**config.mk**
```make
export PLATFORM = sky130hd
export DESIGN_NAME = ppmn_demod
export DESIGN_NICKNAME = d
export VERILOG_FILES = /design/src/rtl/ppmn_demod.sv
export SDC_FILE = /design/constraint.sdc
export NUM_CORES = 1
export LEC_CHECK = 0
export ABC_AREA = 1
export CAP_MARGIN = 20
export CORE_MARGIN = 4
export CORE_UTILIZATION = 62
export CTS_BUF_LIST = sky130_fd_sc_hd__clkbuf_4
export DETAILED_ROUTE_END_ITERATION = 7
export MAX_ROUTING_LAYER = met4
export PLACE_DENSITY = 0.9
export SETUP_SLACK_MARGIN = 0.4
export SLEW_MARGIN = 20
export SYNTH_ARGS = -nofsm -noshare
export SYNTH_HDL_FRONTEND = slang
export SYNTH_SLANG_ARGS = --single-unit
```
**constraint.sdc**
```tcl
create_clock -name clk -period 2.99 [get_ports clk]
set_input_delay 0.299 -clock clk [delete_from_list [all_inputs] [get_ports clk]]
set_output_delay 0.299 -clock clk [all_outputs]
set_load 0.05 [all_outputs]
```
**src/rtl/ppmn_demod.sv**
```systemverilog
// ppmn_demod: M-ary pulse-position demodulator with sync hunt,
// length header and per-symbol erasure detection.
module ppmn_demod #(
    parameter int PPM_BITS  = 4,
    parameter int CHIP_BITS = 2,
    parameter int SYNC_SYMS = 4,
    parameter int LEN_BITS  = 8,
    parameter int TH_W      = $clog2(CHIP_BITS + 1)
) (
    input  logic                clk,
    input  logic                resetn,
    input  logic                din,
    input  logic                rx_start,
    input  logic [TH_W-1:0]     corr_threshold,
    output logic                packet_detected,
    output logic                dout_valid,
    output logic [PPM_BITS-1:0] dout,
    output logic                sym_err,
    output logic                rx_done
);

    localparam int M    = 1 << PPM_BITS;
    localparam int S    = CHIP_BITS;
    localparam int H    = (LEN_BITS + PPM_BITS - 1) / PPM_BITS;
    localparam int SW   = (S > 1) ? $clog2(S) : 1;
    localparam int YMAX = (SYNC_SYMS > H) ? SYNC_SYMS : H;
    localparam int YW   = (YMAX > 1) ? $clog2(YMAX) : 1;

    localparam logic [SW-1:0]       SAMP_LAST = SW'(S - 1);
    localparam logic [PPM_BITS-1:0] CHIP_LAST = PPM_BITS'(M - 1);
    localparam logic [YW-1:0]       SYNC_LAST = YW'(SYNC_SYMS - 1);
    localparam logic [YW-1:0]       HDR_LAST  = YW'(H - 1);

    typedef enum logic [2:0] {
        IDLE,
        HUNT,
        SYNC,
        HDR,
        DATA
    } state_t;

    typedef struct packed {
        logic [PPM_BITS-1:0] val;
        logic                erase;
    } dec_t;

    state_t              state;
    logic [SW-1:0]       samp_cnt;
    logic [PPM_BITS-1:0] chip_cnt;
    logic [YW-1:0]       sym_cnt;
    logic [LEN_BITS-1:0] pay_cnt;
    logic [LEN_BITS-1:0] len;
    logic [TH_W-1:0]     chip_e;
    logic [TH_W-1:0]     best_e;
    logic [PPM_BITS-1:0] best_idx;

    logic                chip_last;
    logic                sym_last;
    logic                new_best;
    logic                framing;
    logic                pay_last;
    logic [TH_W-1:0]     e_now;
    logic [PPM_BITS-1:0] sym_val;
    logic [LEN_BITS-1:0] len_next;
    dec_t                dec;

    // Final decision folds the chip ending this cycle into the running max,
    // so the symbol result is registered on the same edge as its last sample.
    always_comb begin
        chip_last = (samp_cnt == SAMP_LAST);
        sym_last  = chip_last && (chip_cnt == CHIP_LAST);
        e_now     = chip_e + TH_W'(din);
        new_best  = (e_now > best_e);
        dec.val   = new_best ? chip_cnt : best_idx;
        dec.erase = ((new_best ? e_now : best_e) < corr_threshold);
        sym_val   = dec.erase ? '0 : dec.val;
        len_next  = (len << PPM_BITS) | LEN_BITS'(sym_val);
        pay_last  = (pay_cnt == len - LEN_BITS'(1));
        framing   = (state == SYNC) || (state == HDR) ||
                    (state == DATA) || ((state == HUNT) && din);
    end

    always_ff @(posedge clk or negedge resetn) begin
        if (!resetn) begin
            state           <= IDLE;
            samp_cnt        <= '0;
            chip_cnt        <= '0;
            sym_cnt         <= '0;
            pay_cnt         <= '0;
            len             <= '0;
            chip_e          <= '0;
            best_e          <= '0;
            best_idx        <= '0;
            packet_detected <= 1'b0;
            dout_valid      <= 1'b0;
            dout            <= '0;
            sym_err         <= 1'b0;
            rx_done         <= 1'b0;
        end else begin
            dout_valid <= 1'b0;
            sym_err    <= 1'b0;
            rx_done    <= 1'b0;
            if (rx_start) begin
                state           <= HUNT;
                samp_cnt        <= '0;
                chip_cnt        <= '0;
                sym_cnt         <= '0;
                pay_cnt         <= '0;
                len             <= '0;
                chip_e          <= '0;
                best_e          <= '0;
                best_idx        <= '0;
                packet_detected <= 1'b0;
            end else begin
                if (framing) begin
                    if (chip_last) begin
                        samp_cnt <= '0;
                        chip_e   <= '0;
                        if (sym_last) begin
                            chip_cnt <= '0;
                            best_e   <= '0;
                            best_idx <= '0;
                        end else begin
                            chip_cnt <= chip_cnt + PPM_BITS'(1);
                            if (new_best) begin
                                best_e   <= e_now;
                                best_idx <= chip_cnt;
                            end
                        end
                    end else begin
                        samp_cnt <= samp_cnt + SW'(1);
                        chip_e   <= e_now;
                    end
                end
                unique case (state)
                    IDLE: begin
                        packet_detected <= 1'b0;
                    end
                    HUNT: begin
                        if (din) begin
                            state <= SYNC;
                        end
                    end
                    SYNC: begin
                        if (sym_last) begin
                            if (dec.erase || (dec.val != '0)) begin
                                state   <= HUNT;
                                sym_cnt <= '0;
                            end else if (sym_cnt == SYNC_LAST) begin
                                state           <= HDR;
                                sym_cnt         <= '0;
                                len             <= '0;
                                packet_detected <= 1'b1;
                            end else begin
                                sym_cnt <= sym_cnt + YW'(1);
                            end
                        end
                    end
                    HDR: begin
                        if (sym_last) begin
                            len <= len_next;
                            if (sym_cnt == HDR_LAST) begin
                                sym_cnt <= '0;
                                pay_cnt <= '0;
                                if (len_next == '0) begin
                                    state           <= IDLE;
                                    rx_done         <= 1'b1;
                                    packet_detected <= 1'b0;
                                end else begin
                                    state <= DATA;
                                end
                            end else begin
                                sym_cnt <= sym_cnt + YW'(1);
                            end
                        end
                    end
                    DATA: begin
                        if (sym_last) begin
                            dout_valid <= 1'b1;
                            dout       <= sym_val;
                            sym_err    <= dec.erase;
                            if (pay_last) begin
                                // packet_detected drops on the next edge, in IDLE
                                state   <= IDLE;
                                rx_done <= 1'b1;
                            end else begin
                                pay_cnt <= pay_cnt + LEN_BITS'(1);
                            end
                        end
                    end
                    default: begin
                        state <= IDLE;
                    end
                endcase
            end
        end
    end

endmodule

```
==> results of run 1 <==
==> cell usage in the layout (no fill, tap or decap), types with 3 or more instances in the layout <==
master,Yosys,routed
nand2_4,3,5
clkbuf_4,0,5
nor2_1,28,27
a21oi_1,4,4
o21ai_1,4,4
nor2_4,4,4
buf_4,0,4
nand2_1,104,100
inv_2,9,9
xnor2_1,4,3
nand2_2,11,13
dfrtp_1,42,42
nand4_1,3,3
nor2_2,4,5
ha_1,11,9
clkdlybuf4s50_1,0,12
xor2_1,8,8
nor3_1,7,7
o21ai_2,10,10
nand3_1,29,29
o22ai_1,6,6
o21ai_0,13,13
inv_1,43,43
==> how the worst max path moves through the flow <==
stage                                 end  slack (ns)  cells after the start
after CTS                          len[4]        0.41                     16
final                     packet_detected        0.53                     18
after detailed placement           len[6]        0.05                     17
after global placement             len[6]        0.19                     17
after global routing      packet_detected        0.36                     17
after floorplan                    len[5]        0.69                     17
==> registers in the layout (all words and copies together), names as in the netlist, 2 cells and up <==
register,flops
best_e,2
best_idx,4
chip_cnt,4
chip_e,2
dout,4
len,8
pay_cnt,8
state,3
sym_cnt,2
==> synth_stat cells <==
| library cell | n | area (sq um) |
|---|---|---|
| nand3_2 | 1 | 10.0 |
| inv_1 | 43 | 161 |
| nand2_1 | 104 | 390 |
| nor2_4 | 4 | 45.0 |
| o21ai_0 | 13 | 65.1 |
| nand3_4 | 1 | 17.5 |
| nor2_1 | 28 | 105 |
| nand3b_1 | 1 | 7.51 |
| buf_6 | 1 | 11.3 |
| a211oi_1 | 1 | 7.51 |
| a21oi_1 | 4 | 20.0 |
| clkbuf_8 | 1 | 13.8 |
| nor3_1 | 7 | 35.0 |
| nand3_1 | 29 | 145 |
| nor2_2 | 4 | 25.0 |
| buf_2 | 2 | 10.0 |
| nand2_4 | 3 | 33.8 |
| xor2_1 | 8 | 70.1 |
| ha_1 | 11 | 138 |
| o21ai_1 | 4 | 20.0 |
| nand4_1 | 3 | 18.8 |
| o31a_1 | 1 | 8.76 |
| a21boi_1 | 2 | 15.0 |
| xnor2_1 | 4 | 35.0 |
| nor4_1 | 2 | 12.5 |
| o21ai_2 | 10 | 87.6 |
| nand4_2 | 1 | 12.5 |
| dfrtp_1 | 42 | 1050 |
| or2_1 | 1 | 6.26 |
| inv_2 | 9 | 33.8 |
| o22ai_1 | 6 | 37.5 |
| nand2_2 | 11 | 68.8 |
==> cell families (layout without fill, tap and decap cells) <==
kind of cell	Yosys count	after routing	synth area share
compound gates	41	41	0.0962
xor+xnor	12	12	0.0387
fa+ha+maj	11	11	0.0506
buf+inv	56	77	0.0847
flops	42	42	0.387
simple gates	200	201	0.343
==> metrics by stage <==
stage               area [sq um]  utilization  cells  total power [uW]
global route                3030        0.737    434              2640
CTS                         2940        0.715    431              2250
finish                      3030        0.737    434              2430
global placement            2890        0.701    423              1920
floorplan                   2720            -    362              1710
detailed placement          2890        0.701    423              1970
==> worst max-delay path: stages <==
cell and delay, ns:
clkdlybuf4s50_1 0.50, ha_2 0.21, xnor2_2 0.13, inv_1 0.09
ha_4 0.28, nand2_2 0.10, nand2_4 0.11, nand2_1 0.08
nand2_2 0.11, nand2_1 0.08, nor2_2 0.14, nand2_2 0.10
nand2_4 0.11, nand2_1 0.08, nor2_2 0.15, nand2_1 0.06
nand2_1 0.05, nand2_1 0.04
==> layer usage <==
| layer | vias to the layer above | part of all wire | global-route usage |
|---|---|---|---|
| met5 | - | 0 | - |
| met4 | 0 | 0.0097 | 0.0771 |
| met3 | 8 | 0.053 | 0.0446 |
| met2 | 70 | 0.48 | 0.370 |
| met1 | 1120 | 0.46 | 0.326 |
| li1 | 1197 | - | - |
==> report_power, final <==
group	leakage, uW	internal (uW)	switching [uW]
Combinational	0.000933	482	959
Clock	0.0000308	84.8	186
Sequential	0.000569	653	65.8
Total	0.00153	1220	1210
==> area by class of cell <==
| class | instances | area share |
|---|---|---|
| well taps | 50 | 0.0206 |
| repair buffers | 18 | 0.0578 |
| flip-flops and latches | 42 | 0.347 |
| clock inverters | 2 | 0.00330 |
| multi-input cells | 265 | 0.495 |
| inverters | 52 | 0.0644 |
| clock buffers | 5 | 0.0124 |
==> what timing repair did <==
action / in CTS / in global routing
hold buffers: 0 / 0
endpoints found under the hold margin: 0 / 0
endpoints found under the setup margin: 1 / 15
setup buffers: 0 / 3
resized for setup: 0 / 11
gates cloned: 1 / 0
pin swaps: 0 / 5
==> results.ini, run 1 <==
[status]
result_of_the_run = finished clean

[die]
fp-row-count = 23
die-height_microns = 74.2
initial_utilization = 0.661
ioPinCount = 14
design.core.area_sq_um = 4120
die_w_microns = 74.2
design.die.area_sq_um = 5510

[global_route]
grtUsageTotal = 0.242
grt_pass1_vias = 2224
overflow = 0
grt_antenna_before_repair = 0
first_pass_grt_wire_length_microns = 10000
pin_count_of_the_biggest_net_entering_global_routing = 43

[route]
via_count = 2395
detailedRoute.firstPassIterationCount = 4
average_wire_length_per_cell_after_detail_routing_microns = 13.8
drt_drc_violations_left = 0
routed_wl_microns = 5980
drtAntennaViolNets = 0
post_drt_via_cell_ratio = 5.52
drt_iter0_drc = 118

[sta]
slew_headroom = 0.383
finalHoldViolations = 0
fin_skew_ns = 0.0134
min_period_ns = 2.46
maxSlewViolCount = 0
unrepaired_setup_endpoints_after_global_routing = false
tns_ns = 0
fin_worst_hold_slack_ns = 0.0603
worst_slack_ns = 0.527
setup_violations = 0
worstMarginPinSlew_ns = 0.925
max_clock_freq_mhz = 406
min_period_over_period = 0.824

[worst_setup_path]
critical_path_source_type = primary input
arrival_ns = 2.72
critical_path_peak_fanout = 6
reg2reg_slack_ns = 0.56
data_required_time_of_the_critical_path_ns = 3.25
cp-end-kind = flop
worst_setup_path_startpoint = din
worstReg2RegEnd = packet_detected
reg2reg_from = chip_e[0]
worst-setup-path-type = primary input to flop
worst-r2r-cell-count = 17

[synth]
synth_sequential_area_ratio = 0.387
synthesis.area_sq_um = 2720
netlist_instances = 362
yosys_warnings = 0
count_of_state_elements_after_synthesis = 42
synth_cell_types = 32
postSynthAreaPerCell_sq_um = 7.51
synth.net_count = 379

[final_layout]
register_area_sq_um = 1050
multi_input_gate_area_sq_um = 1500
antenna_cells_inserted = 0
area_growth_syn_to_layout_pct = 11.5
fill_cells = 294
finish.net_count = 401
drive_gt1_frac = 0.172

[clock_tree]
htreeDepth = 2
clk_transition_reported_paths_ns = 0.12
ctsLongestPathBuffers = 2
cts_tree = built
clock-sinks = 42
insertion_delay_ns = 0.36
cts.root.buffer_cell = clkbuf_4
cts_buffers = 5

[place]
io_buffer_count = 13
post-place-ws_ns = 0.0483
place_congestion = 0.855
dp.final_hpwl_microns = 4200

[power]
power.density_cell_area_nw_per_um2 = 802
irDropWorstVdd_v = 0.000776
power.static_leakage_uw = 0.00153

[run]
timing.max_cap.violations = 0

[min_path]
min-delay-path-class = primary input to asynchronous set/reset pin

Power figures use the tool's default switching activity.
==> run 2: changes to the inputs <==
Settings changed: CORE_UTILIZATION 62 to 56, PLACE_DENSITY 0.9 to 0.86.
Clock period 2.99 ns to 2.1 ns, I/O delays scaled along.
==> run 2 against run 1 <==
- the flow now finishes with violations (negative setup slack)
- highest routed layer unchanged
- via count rose by 23%
- largest cell class unchanged
- critical path depth fell by 2
- first-iteration DRC count rose to 2.8 times the previous value
==> results.ini, run 2 (same netlist as run 1, synthesis figures left out) <==
[status]
result_of_the_run = finished with violations  ; was finished clean
failed_checks = negative setup slack

[route]
drt_drc_violations_left = 0  ; unchanged
drt_iter0_drc = 333  ; was 118
average_wire_length_per_cell_after_detail_routing_microns = 18.3  ; was 13.8 microns
drtAntennaViolNets = 0  ; unchanged
post_drt_via_cell_ratio = 6.10  ; was 5.52
routed_wl_microns = 8870  ; was 5980 microns
via_count = 2954  ; was 2,395
detailedRoute.firstPassIterationCount = 7  ; was 4

[worst_setup_path]
cp-end-kind = flop  ; unchanged
worstPathCellList = ha_2 -> xnor2_2 -> inv_2 -> ha_4 -> nand2_4 -> nand2_8 -> nand3_2 -> nand2_2 -> nand2_2 -> nor2_4 -> nand2_4 -> nand2_4 -> buf_6 -> nand3_4 -> nand2_1 -> o21ai_2  ; was clkdlybuf4s50_1 -> ha_2 -> xnor2_2 -> inv_1 -> ha_4 -> nand2_2 -> nand2_4 -> nand2_1 -> nand2_2 -> nand2_1 -> nor2_2 -> nand2_2 -> nand2_4 -> nand2_1 -> nor2_2 -> nand2_1 -> nand2_1 -> nand2_1
crit_buf_inv = 2  ; unchanged
critical_path_source_type = flop  ; was primary input
cpPeakStageDelay_ns = 0.41  ; was 0.50 ns
worst_path_most_repeated_cell = nand2_4  ; was nand2_1
crit_family = simple AND/OR/NAND/NOR gates  ; unchanged
arrival_ns = 2.77  ; was 2.72 ns
worst-setup-path-type = flop to flop  ; was primary input to flop
data_required_time_of_the_critical_path_ns = 2.37  ; was 3.25 ns
critical_path_peak_fanout = 8  ; was 6
critical_path.slowest_cell = dfrtp_1  ; was clkdlybuf4s50_1

[final_layout]
largest_registers = len: 8 flops, pay_cnt: 8 flops  ; unchanged
layout.cells.most_common_list = nand2_1, inv_1, dfrtp_1  ; unchanged
antenna_cells_inserted = 0  ; unchanged
area_growth_syn_to_layout_pct = 34.7  ; was 11.5%
finish.utilization = 0.776  ; was 0.737
finish.net_count = 433  ; was 401
drive_gt1_frac = 0.376  ; was 0.172
layout.cells.most_common = nand2_1  ; unchanged
post-route-cell-area_sq_um = 3660  ; was 3030 sq um

[place]
placement.cell_area_sq_um = 3070  ; was 2890 sq um
dp.final_hpwl_microns = 4480  ; was 4200 microns
place_congestion = 0.946  ; was 0.855
io_buffer_count = 13  ; unchanged
post-place-ws_ns = -0.567  ; was 0.0483 ns

[die]
initial_utilization = 0.576  ; was 0.661
die-height_microns = 77.7  ; was 74.2 microns
fp-row-count = 25  ; was 23
design.die.area_sq_um = 6030  ; was 5510 sq um
design.core.area_sq_um = 4720  ; was 4120 sq um
die_w_microns = 77.7  ; was 74.2 microns
ioPinCount = 14  ; unchanged

[sta]
finalHoldViolations = 0  ; unchanged
worstMarginPinSlew_ns = 0.621  ; was 0.925 ns
worst_slack_ns = -0.396  ; was 0.527 ns
max_clock_freq_mhz = 401
setup_violations = 20  ; was 0
slew_headroom = 0.584  ; was 0.383
unrepaired_setup_endpoints_after_global_routing = true  ; was false
tns_ns = -5.04  ; was 0 ns
min_period_over_period = 1.19
fin_skew_ns = 0.00751  ; was 0.0134 ns
min_period_ns = 2.50
maxSlewViolCount = 0  ; unchanged
fin_worst_hold_slack_ns = 0.295  ; was 0.0603 ns

[global_route]
first_pass_grt_wire_length_microns = 13300  ; was 10,000 microns
grt_pass1_vias = 2812  ; was 2,224
grt_antenna_before_repair = 0  ; unchanged
grtUsageTotal = 0.284  ; was 0.242
overflow = 0  ; unchanged
pin_count_of_the_biggest_net_entering_global_routing = 20  ; was 43

[power]
irDropWorstVdd_v = 0.00121  ; was 0.000776 V
power.density_cell_area_nw_per_um2 = 1370  ; was 802 nW/um^2
power.static_leakage_uw = 0.00182  ; was 0.00153 uW

[min_path]
min-delay-path-class = primary input to asynchronous set/reset pin  ; unchanged

[run]
timing.max_cap.violations = 0  ; unchanged

[clock_tree]
cts.root.buffer_cell = clkbuf_4  ; unchanged
clock-sinks = 42  ; unchanged
htreeDepth = 2  ; unchanged
insertion_delay_ns = 0.38  ; was 0.36 ns
cts_tree = built  ; unchanged
clk_transition_reported_paths_ns = 0.13  ; was 0.12 ns
cts_buffers = 5  ; unchanged
ctsLongestPathBuffers = 2  ; unchanged

-- run 2: power breakdown --
part	switching (uW)	leakage, uW	total, uW	internal, uW
clock network	293	0.0000419	557	264
logic	2060	0.00121	3420	1360
registers	123	0.000567	1060	934
-- run 2: layer usage --
metal | up-vias | global-route usage | routed length [microns]
met5 | - | - | 0
met4 | 0 | 0.146 | 541
met3 | 74 | 0.0557 | 871
met2 | 239 | 0.455 | 4100
met1 | 1372 | 0.340 | 3360
li1 | 1269 | - | -
-- run 2: cell type report --
type / instances / area (sq um)
clock buffers: 6 / 45.0
clock inverters: 2 / 37.5
fillers: 245 / 1060
inverters: 52 / 200
multi-input cells: 266 / 1830
flip-flops and latches: 42 / 1050
well taps: 67 / 83.8
repair buffers: 49 / 410
-- run 2: worst paths after layout --
| path | start | endpoint | slack, ns | depth (start not counted) |
|---|---|---|---|---|
| setup / recovery | chip_e[0] | len[5] | -0.40 | 16 |
| hold / removal | resetn | pay_cnt[6] | 0.30 | 2 |
| min in group clk | packet_detected | packet_detected | 0.49 | 2 |
| max in group asynchronous | resetn | state[0] | 1.22 | 3 |
| hold reg to reg | packet_detected | packet_detected | 0.49 | 2 |
| setup reg to reg | chip_e[0] | len[5] | -0.40 | 16 |
-- run 2: timing repair --
action / 4_1_cts / 5_1_grt
endpoints found under the setup margin: 44 / 39
buffers inserted: 12 / 6
cloned: 2 / 0
resized for setup: 52 / 51
hold endpoints to repair: 17 / 0
hold buffers: 1 / 0
pin swaps: 24 / 26
-- run 2: through the flow --
step	instances	power (uW)
6_report	484	5040
2_1_floorplan	362	2550
4_1_cts	478	4270
3_3_place_gp	455	3080
3_5_place_dp	455	3160
5_1_grt	484	5300
